`src/rtl/smartcargo_fila_insercao.sv`:
```
// Inserts one transport request into the SmartCargo stop queue as a pickup stop plus a delivery stop.
// Define SMARTCARGO_FIT_EN to place stops by splicing between covering stops; otherwise every stop is appended.
module smartcargo_fila_insercao #(
  parameter int PROFUNDIDADE = 16,
  parameter int ADDR_W       = 4
) (
  input  logic              clk,
  input  logic              clear,
  // Handshake: a request transfers on a rising edge where req_valid and req_ready are both high;
  // req_ready depends only on internal state, never on req_valid.
  input  logic              req_valid,
  output logic              req_ready,
  input  logic [1:0]        req_tipo,
  input  logic [1:0]        req_origem,
  input  logic [1:0]        req_destino,
  input  logic              fila_shift,
  input  logic [1:0]        fila_dest,
  input  logic [1:0]        fila_dest_ant,
  output logic [ADDR_W-1:0] addrSecundario,
  output logic [ADDR_W-1:0] addrSecundarioAnterior,
  output logic [1:0]        in_tipo_objeto,
  output logic [1:0]        in_origem_objeto,
  output logic [1:0]        in_destino_objeto,
  output logic              weT,
  output logic              fit,
  output logic [ADDR_W:0]   ocupacao,
  output logic              ocupado
);

`ifdef SMARTCARGO_FIT_EN
  localparam bit FIT_EN = 1'b1;
`else
  localparam bit FIT_EN = 1'b0;
`endif
  localparam logic [ADDR_W:0] LIMITE = (ADDR_W+1)'(PROFUNDIDADE - 2);
  localparam logic [ADDR_W:0] UM     = (ADDR_W+1)'(1);

  typedef enum logic [2:0] {
    IDLE, BUSCA_ORIG, GRAVA_ORIG, BUSCA_DEST, GRAVA_DEST
  } estado_t;

  estado_t         estado, estado_n, grava_alvo;
  logic [ADDR_W:0] idx, idx_n, pos, pos_n, pos_coleta, pos_coleta_n, idx_reinicio;
  logic            modo_fit, modo_fit_n;
  logic [1:0]      tipo_r, origem_r, destino_r, andar;
  logic            aceita, em_busca, em_grava, cobre, achou, wet_c, fit_c;
  logic [ADDR_W-1:0] addr;

  assign req_ready = (estado == IDLE) && (ocupacao <= LIMITE);
  assign aceita    = req_valid && req_ready;
  assign ocupado   = (estado != IDLE);
  assign em_busca  = (estado == BUSCA_ORIG) || (estado == BUSCA_DEST);
  assign em_grava  = (estado == GRAVA_ORIG) || (estado == GRAVA_DEST);
  assign grava_alvo = (estado == BUSCA_ORIG) ? GRAVA_ORIG : GRAVA_DEST;

  // The probed floor fits when it lies between the two neighbouring stops, in either travel direction.
  assign andar = (estado == BUSCA_ORIG) ? origem_r : destino_r;
  assign cobre = ((fila_dest_ant <= andar) && (andar <= fila_dest)) ||
                 ((fila_dest <= andar) && (andar <= fila_dest_ant));
  assign achou = FIT_EN && (idx < ocupacao) && cobre;

  // After a pop the pickup sits one index lower, so the delivery scan resumes right behind it.
  assign idx_reinicio = ((estado == BUSCA_ORIG) || (estado == GRAVA_ORIG) || (pos_coleta == '0))
                        ? UM : pos_coleta;

  always_comb begin
    estado_n     = estado;
    idx_n        = idx;
    pos_n        = pos;
    pos_coleta_n = pos_coleta;
    modo_fit_n   = modo_fit;
    wet_c        = 1'b0;
    fit_c        = 1'b0;
    case (estado)
      IDLE: begin
        if (aceita) begin
          estado_n = BUSCA_ORIG;
          idx_n    = UM;
        end
      end
      BUSCA_ORIG, BUSCA_DEST: begin
        if (fila_shift) begin
          idx_n = idx_reinicio;
          if ((estado == BUSCA_DEST) && (pos_coleta != '0)) pos_coleta_n = pos_coleta - UM;
        end else if (achou) begin
          modo_fit_n = 1'b1;
          pos_n      = idx;
          estado_n   = grava_alvo;
        end else if (!FIT_EN || (idx >= ocupacao)) begin
          modo_fit_n = 1'b0;
          pos_n      = ocupacao;
          estado_n   = grava_alvo;
        end else begin
          idx_n = idx + UM;
        end
      end
      GRAVA_ORIG: begin
        if (modo_fit && fila_shift) begin
          estado_n = BUSCA_ORIG;
          idx_n    = UM;
        end else begin
          wet_c    = !modo_fit;
          fit_c    = modo_fit;
          estado_n = BUSCA_DEST;
          // An append lands before the pop, so the fresh pickup ends up at pos-1.
          if (fila_shift) begin
            pos_coleta_n = (pos == '0) ? '0 : pos - UM;
            idx_n        = (pos == '0) ? UM : pos;
          end else begin
            pos_coleta_n = pos;
            idx_n        = pos + UM;
          end
        end
      end
      GRAVA_DEST: begin
        if (modo_fit && fila_shift) begin
          estado_n = BUSCA_DEST;
          idx_n    = idx_reinicio;
          if (pos_coleta != '0) pos_coleta_n = pos_coleta - UM;
        end else begin
          wet_c    = !modo_fit;
          fit_c    = modo_fit;
          estado_n = IDLE;
          idx_n    = UM;
        end
      end
      default: estado_n = IDLE;
    endcase
  end

  always_ff @(posedge clk) begin
    if (clear) begin
      estado     <= IDLE;
      idx        <= UM;
      pos        <= '0;
      pos_coleta <= '0;
      modo_fit   <= 1'b0;
      tipo_r     <= '0;
      origem_r   <= '0;
      destino_r  <= '0;
    end else begin
      estado     <= estado_n;
      idx        <= idx_n;
      pos        <= pos_n;
      pos_coleta <= pos_coleta_n;
      modo_fit   <= modo_fit_n;
      if (aceita) begin
        tipo_r    <= req_tipo;
        origem_r  <= req_origem;
        destino_r <= req_destino;
      end
    end
  end

  always_ff @(posedge clk) begin
    if (clear) begin
      ocupacao <= '0;
    end else begin
      case ({weT | fit, fila_shift})
        2'b10:   ocupacao <= ocupacao + UM;
        2'b01:   if (ocupacao != '0) ocupacao <= ocupacao - UM;
        default: ;
      endcase
    end
  end

  assign weT = wet_c;
  assign fit = FIT_EN ? fit_c : 1'b0;

  assign addr = em_busca ? idx[ADDR_W-1:0] : (em_grava ? pos[ADDR_W-1:0] : '0);
  assign addrSecundario         = addr;
  assign addrSecundarioAnterior = (addr == '0) ? '0 : addr - 1'b1;

  assign in_tipo_objeto    = em_grava ? tipo_r : 2'd0;
  assign in_origem_objeto  = em_grava ? origem_r : 2'd0;
  assign in_destino_objeto = (estado == GRAVA_ORIG) ? origem_r :
                             (estado == GRAVA_DEST) ? destino_r : 2'd0;

endmodule

```
`config.mk`:
```
export PLATFORM = sky130hd
export DESIGN_NAME = smartcargo_fila_insercao
export DESIGN_NICKNAME = d
export VERILOG_FILES = /design/src/rtl/smartcargo_fila_insercao.sv
export SDC_FILE = /design/constraint.sdc
export NUM_CORES = 1
export LEC_CHECK = 0
export CORE_UTILIZATION = 51
export DETAILED_ROUTE_END_ITERATION = 7
export PLACE_DENSITY_LB_ADDON = 0.08
export SYNTH_ARGS = -nofsm -noshare
export SYNTH_HDL_FRONTEND = slang
export SYNTH_SLANG_ARGS = --single-unit
export TNS_END_PERCENT = 10
```
`constraint.sdc`:
```
create_clock -name clk -period 2.8 [get_ports clk]
set_input_delay 0.84 -clock clk [delete_from_list [all_inputs] [get_ports clk]]
set_output_delay 0.84 -clock clk [all_outputs]
set_load 0.005 [all_outputs]
```
# Word-level counts from Yosys, hierarchy flattened
# Cells that the tools add are included.
# totals
regBits,28
latch_bits,0
ram_bits,0
rom_bits,0
out_inout_bits,23
n_memories,0
# op_classes
add_sub_neg,6
n_mul,0
n_div,0
magnitude_cmp,1
n_eq_ne,12
shifts,0
mux,25
n_bitwise,2
n_reduce_logical,24
# ops
cell,n
$mux W4,8
$mux W5,5
$pmux W5 S2,2
$pmux W4 S4,1
$sub A5 B1 Y5 const B,3
$ne A2 B2 Y1 const B,6
$logic_not A5 Y1,2
$reduce_bool A5 Y1,2
$mux W3,3
$pmux W3 S3,1
$mux W2,4
$eq A3 B2 Y1 const B,2
$reduce_and A2 Y1,3
$reduce_bool A3 Y1,2
$add A5 B1 Y5 const B,1
$le A5 B4 Y1 const B,1
$reduce_and A5 Y1,1
$add A4 B1 Y4 const B,1
$logic_not A4 Y1,1
$logic_or A1 B1 Y1,4
$reduce_bool A4 Y1,1
$reduce_or A2 Y1,2
$sub A4 B1 Y4 const B,1
$eq A3 B1 Y1 const B,1
other kinds (9),12

# Logic depth before layout (Yosys ltp)
# Gate-level depths: netlist of the first run.
# depth
ltp_word,6
ltp_mapped,9
mapped_depth_nobuf,8

# Worst setup path after synthesis of the first run
# No wires, ideal clock.
# synth_path
path_kind,input -> register
start,in fila_shift
end,reg ocupacao[4]
t_arrival_ns,2.258
path_slack_ns,0.419
stages,7
n_path_buf,0
cell_sequence,o21ai_4 > xnor2_1 > ha_1 > o31a_2 > or3_1 > a21boi_1 > mux2_1
# synth_between
elab_chain_cells,3
word_cells_on_any_way,6
cone_classes,eq/ne: 3; mux: 1; reduce/logical: 2
# synth_rtl
element,line,rtl
from (decl),16,"input logic fila_shift,"
$eq A2 B1 Y1 or $eq A2 B2 Y1 (tied branches),159,"case ({weT | fit, fila_shift})"
$ne A2 B2 Y1 (no line) or $reduce_bool A2 Y1 (tied branches),n/a,
$reduce_and A2 Y1 (no line),n/a,
to (signal assigned),160,2'b10: ocupacao <= ocupacao + UM;
to (signal assigned),161,2'b01: if (ocupacao != '0) ocupacao <= ocupacao - UM;
to (decl),26,"output logic [ADDR_W:0] ocupacao,"
# Several ways; a longest one is shown, not always the timed one.
# A chain may end at the register's enable or synchronous reset.

# Final worst setup path of the first run
# layout_path
start,reg estado[0]
end,out addrSecundarioAnterior[3]
# layout_between
elab_chain_cells,6
word_cells_on_any_way,11
cone_classes,add/sub: 1; eq/ne: 4; mux: 3; reduce/logical: 3
# layout_rtl
element,line,rtl
from (decl),42,"estado_t estado, estado_n, grava_alvo;"
from (signal assigned),142,estado <= estado_n;
$eq A3 B2 Y1 or $eq A3 B3 Y1 (tied branches),53,assign em_grava = (estado == GRAVA_ORIG) || (estado == GRAVA_DEST);
$logic_or A1 B1 Y1,53,
$mux W4,170,assign addr = em_busca ? idx[ADDR_W-1:0] : (em_grava ? pos[ADDR_W-1:0] : '0);
$mux W4 *,170,
$sub A4 B1 Y4 or $logic_not A4 Y1 (tied branches),172,assign addrSecundarioAnterior = (addr == '0) ? '0 : addr - 1'b1;
$mux W4 *,172,
to (decl),20,"output logic [ADDR_W-1:0] addrSecundarioAnterior,"
# Every way passes the cells marked *; elsewhere a longest branch is shown, timed or not.

==> results of run 1 <==
final timing paths:
kind                                              from                   endpoint  slack, ns  depth (start not counted)
worst min-delay path            tipo_r[0]$_SDFFE_PP0P_     tipo_r[0]$_SDFFE_PP0P_       0.52                          2
worst min register to register  tipo_r[0]$_SDFFE_PP0P_     tipo_r[0]$_SDFFE_PP0P_       0.52                          2
worst max-delay path            estado[0]$_SDFFE_PP0P_  addrSecundarioAnterior[3]       0.03                          5
worst max register to register  estado[2]$_SDFFE_PP0P_   ocupacao[4]$_SDFFE_PP0P_       0.45                         10
critical path: stages, from the launching register on:
cell and delay, ns:
sky130_fd_sc_hd__dfxtp_4 0.40, sky130_fd_sc_hd__nor2b_4 0.24, sky130_fd_sc_hd__buf_6 0.15, sky130_fd_sc_hd__a22o_4 0.15
sky130_fd_sc_hd__a21boi_1 0.16, sky130_fd_sc_hd__clkdlybuf4s50_1 0.51
cell usage in the layout, fill, tap and decap left out, types with 2 or more instances in the layout:
master,n
sky130_fd_sc_hd__nor2b_1,3
sky130_fd_sc_hd__a211oi_1,3
sky130_fd_sc_hd__dlygate4sd2_1,3
sky130_fd_sc_hd__a22o_4,3
sky130_fd_sc_hd__o21ai_0,8
sky130_fd_sc_hd__nor2_1,31
sky130_fd_sc_hd__buf_4,13
sky130_fd_sc_hd__nor3_1,5
sky130_fd_sc_hd__xnor2_1,7
sky130_fd_sc_hd__nand2b_1,5
sky130_fd_sc_hd__a21oi_1,8
sky130_fd_sc_hd__clkbuf_4,3
sky130_fd_sc_hd__dlymetal6s2s_1,3
sky130_fd_sc_hd__dfxtp_4,2
sky130_fd_sc_hd__nor3_2,2
sky130_fd_sc_hd__a32oi_1,2
sky130_fd_sc_hd__inv_1,7
sky130_fd_sc_hd__nor2b_2,3
sky130_fd_sc_hd__or3_1,2
sky130_fd_sc_hd__ha_1,5
sky130_fd_sc_hd__a21boi_1,2
sky130_fd_sc_hd__nand2_1,11
sky130_fd_sc_hd__nor2_4,2
sky130_fd_sc_hd__o31a_1,2
sky130_fd_sc_hd__nor4_1,3
sky130_fd_sc_hd__nor4b_1,2
sky130_fd_sc_hd__dfxtp_1,25
sky130_fd_sc_hd__o21ai_1,2
sky130_fd_sc_hd__a22oi_1,3
sky130_fd_sc_hd__o31ai_1,2
sky130_fd_sc_hd__clkdlybuf4s50_1,25
sky130_fd_sc_hd__mux2i_1,13
sky130_fd_sc_hd__and2_1,5
area by class of cell:
class / instances / area share (%)
well taps: 46 / 2.50
multi-input cells: 164 / 51.8
repair buffers: 45 / 18.3
clock buffers: 4 / 1.57
flip-flops and latches: 28 / 24.7
inverters: 7 / 1.14
flip-flops by register name (all words and copies together), names as in the netlist:
signal,flops
ocupacao,5
pos,5
pos_coleta,5
idx,4
estado,3
destino_r,2
origem_r,2
tipo_r,2
cells by family (layout without fill, tap and decap cells):
kind of cell | Yosys count | in the layout | synth area share (%)
other cells | 1 | 1 | 0.207
fa+ha+maj | 5 | 5 | 3.45
flops | 28 | 28 | 30.9
xor+xnor | 8 | 8 | 4.89
buf+inv | 21 | 56 | 6.62
mux | 15 | 15 | 8.41
simple gates | 87 | 87 | 26.0
compound gates | 48 | 48 | 19.6
power breakdown:
group	internal (mW)	switching, mW	total, mW	leakage [nW]
logic	0.392	0.323	0.715	0.697
clock network	0.0796	0.121	0.201	0.0210
registers	0.467	0.109	0.576	0.230
total	0.938	0.553	1.49	0.949
through the flow:
step / util (%) / power [mW]
floorplan: - / 1.04
global placement: 64.8 / 1.25
detailed placement: 64.8 / 1.27
CTS: 66.7 / 1.47
global route: 68.6 / 1.60
finish: 68.6 / 1.49
per-layer routing:
metal	GRT usage [%]	routed length, um	vias up
li1	-	-	830
met1	31.3	2010	771
met2	41.5	2160	33
met3	2.94	114	4
met4	6.67	27	0
met5	0	0	-
what timing repair did:
action,CTS,global route
pin swaps,0,1
gates resized for setup,9,18
gates cloned,0,0
hold buffers,0,0
setup endpoints to repair,15,14
buffers inserted,2,0
==> key figures, run 1 <==
GRT
  • GRT Util Overall: 24.0%
  • Vias in the first global route: 1485
  • Aggregate global routing overflow: 0
  • Largest net degree at the start of global routing: 19
  • Number of antenna violations at the first check in global routing: 0
  • Wire length of the first global-routing pass: 6.69 mm

Placement
  • DP HPWL: 2.94 mm
  • DP Worst Slack: -0.195 ns
  • Port Buffer Count: 31
  • Area after detailed placement: 2180 sq um
  • Routability congestion estimate: 0.862
  • Total placed cells including tap cells: 288

Synthesis
  • Most common cell in the synthesized netlist: sky130_fd_sc_hd__nor2_1
  • Area contributors post-synth: sky130_fd_sc_hd__dfxtp_1 31%, sky130_fd_sc_hd__mux2i_1 7.2%, sky130_fd_sc_hd__nor2_1 6.4%
  • Share of the synthesized area in the top cell type: 30.9%
  • Syn nets: 232
  • Synth top cells by count: 31 x sky130_fd_sc_hd__nor2_1, 28 x sky130_fd_sc_hd__dfxtp_1, 13 x sky130_fd_sc_hd__mux2i_1
  • Number of flops mapped to enable cells by yosys: 0
  • Syn_area_per_cell: 8.52 sq um
  • Cell count after synthesis: 213
  • Prevailing post-synth register cell: sky130_fd_sc_hd__dfxtp_1
  • Share of the yosys chip area belonging to registers: 30.9%
  • Yosys reg bits: 28
  • Number of library cell types mapped by synthesis: 60
  • Count of synthesis-stage warnings from yosys: 0
  • Yosys top cell by area: sky130_fd_sc_hd__dfxtp_1
  • Async set-or-reset flop fraction in the synthesized netlist: 0%
  • Total standard cell area after synthesis: 1820 sq um

Layout
  • Post-Layout Inst Area: 2310 sq um
  • Share of post-route cells with drive strength above 1: 16.5%
  • Area of the multi-input gates: 1190 sq um
  • Number of fill cells: 297
  • Area growth from synthesis to final layout: 27.0%
  • Footprint of the flip-flops and latches: 569 sq um
  • Final std cells w/o fill: 294
  • Net count, final: 268
  • Count of antenna diodes in the layout: 0

Timing
  • Final critical delay including setup and external delays: 2.77 ns
  • Worst Hold Slack: 0.516 ns
  • Slew of the pin with the lowest slew margin: 0.599 ns
  • Max Transition Viols Final: 0
  • Hold Fails Final Rpt: 0
  • Setup TNS: 0 ns
  • Number of setup violations in the final report: 0
  • RSZ-0062 raised after global routing: yes
  • Worst Skew: 0.00287 ns
  • Max Clock Freq: 0.361 GHz
  • Final setup slack of the worst path: 0.0310 ns
  • Tightest slew margin relative to the limit: 60.0%
  • Period Utilization, post-route: 98.9%

Floorplan
  • Initial core utilization: 54.0%
  • Total die area: 3800 sq um
  • Core area: 3360 sq um
  • Die outline height: 61.7 um
  • IO Pins: 37
  • Die span in x: 61.7 um
  • Std-Cell Rows: 21

Power
  • Worst ir drop on vdd: 282 uV
  • Static power due to leakage: 0.949 nW
  • Areal power density over the cells: 647 nW/um^2

Clocking
  • Total CTS buffers: 3
  • H-tree level count: 1
  • Clock slew seen by the registers of the worst setup and hold paths: 0.15 ns
  • Clock sink count: 28
  • Clock Latency Late Sink: 0.33 ns
  • Library cell used as clock root buffer: sky130_fd_sc_hd__clkbuf_4
  • CTS tree: yes
  • Maximum buffer depth of the clock tree: 2

Drt
  • Post-detailed-route wirelength per cell: 14.7 um
  • Antenna-violating nets left: 0
  • DRT Wirelength: 4.31 mm
  • DR iter-0 viols: 77
  • Vias post-DR: 1638
  • TritonRoute pass-1 iters: 4
  • DRC viols: 0
  • Drt via density: 5.57

Outcome
  • Status: finished clean

Critical path
  • CP max FO: 5
  • Kind of critical path: flop to output pin
  • Kind of start point of the critical path: flop
  • Critical Path AT: 1.93 ns
  • Kind of end point of the critical path: output pin
  • Worst EP required: 1.96 ns

Job
  • Maximum Capacitance Violations: 0

Hold path
  • Class of the most critical hold timing path: flop to flop
(Power assumes the default switching activity.)
==> run 2: changes to the inputs <==
- MAX_ROUTING_LAYER: unset -> met4
==> results of run 2 <==
Final layout, timing and power as in run 1 (identical DEF).
Among the figures that moved: final weighted congestion in routability-driven placement 0.862 -> 0.875; wire length of the first global-routing pass 6690 um -> 6710 um; via count of the first global-routing pass 1485 -> 1483; overall routing resource usage 24.0% -> 24.8%; met1 usage 31.3% -> 31.5%
==> run 3: changes to the inputs <==
- SLEW_MARGIN: unset -> 20
==> results of run 3 <==
Final layout, timing and power as in run 1 (identical DEF).
Among the figures that moved: final weighted congestion in routability-driven placement 0.862 -> 0.875; wire length of the first global-routing pass 6690 um -> 6710 um; via count of the first global-routing pass 1485 -> 1483; overall routing resource usage 24.0% -> 24.8%; met1 usage 31.3% -> 31.5%
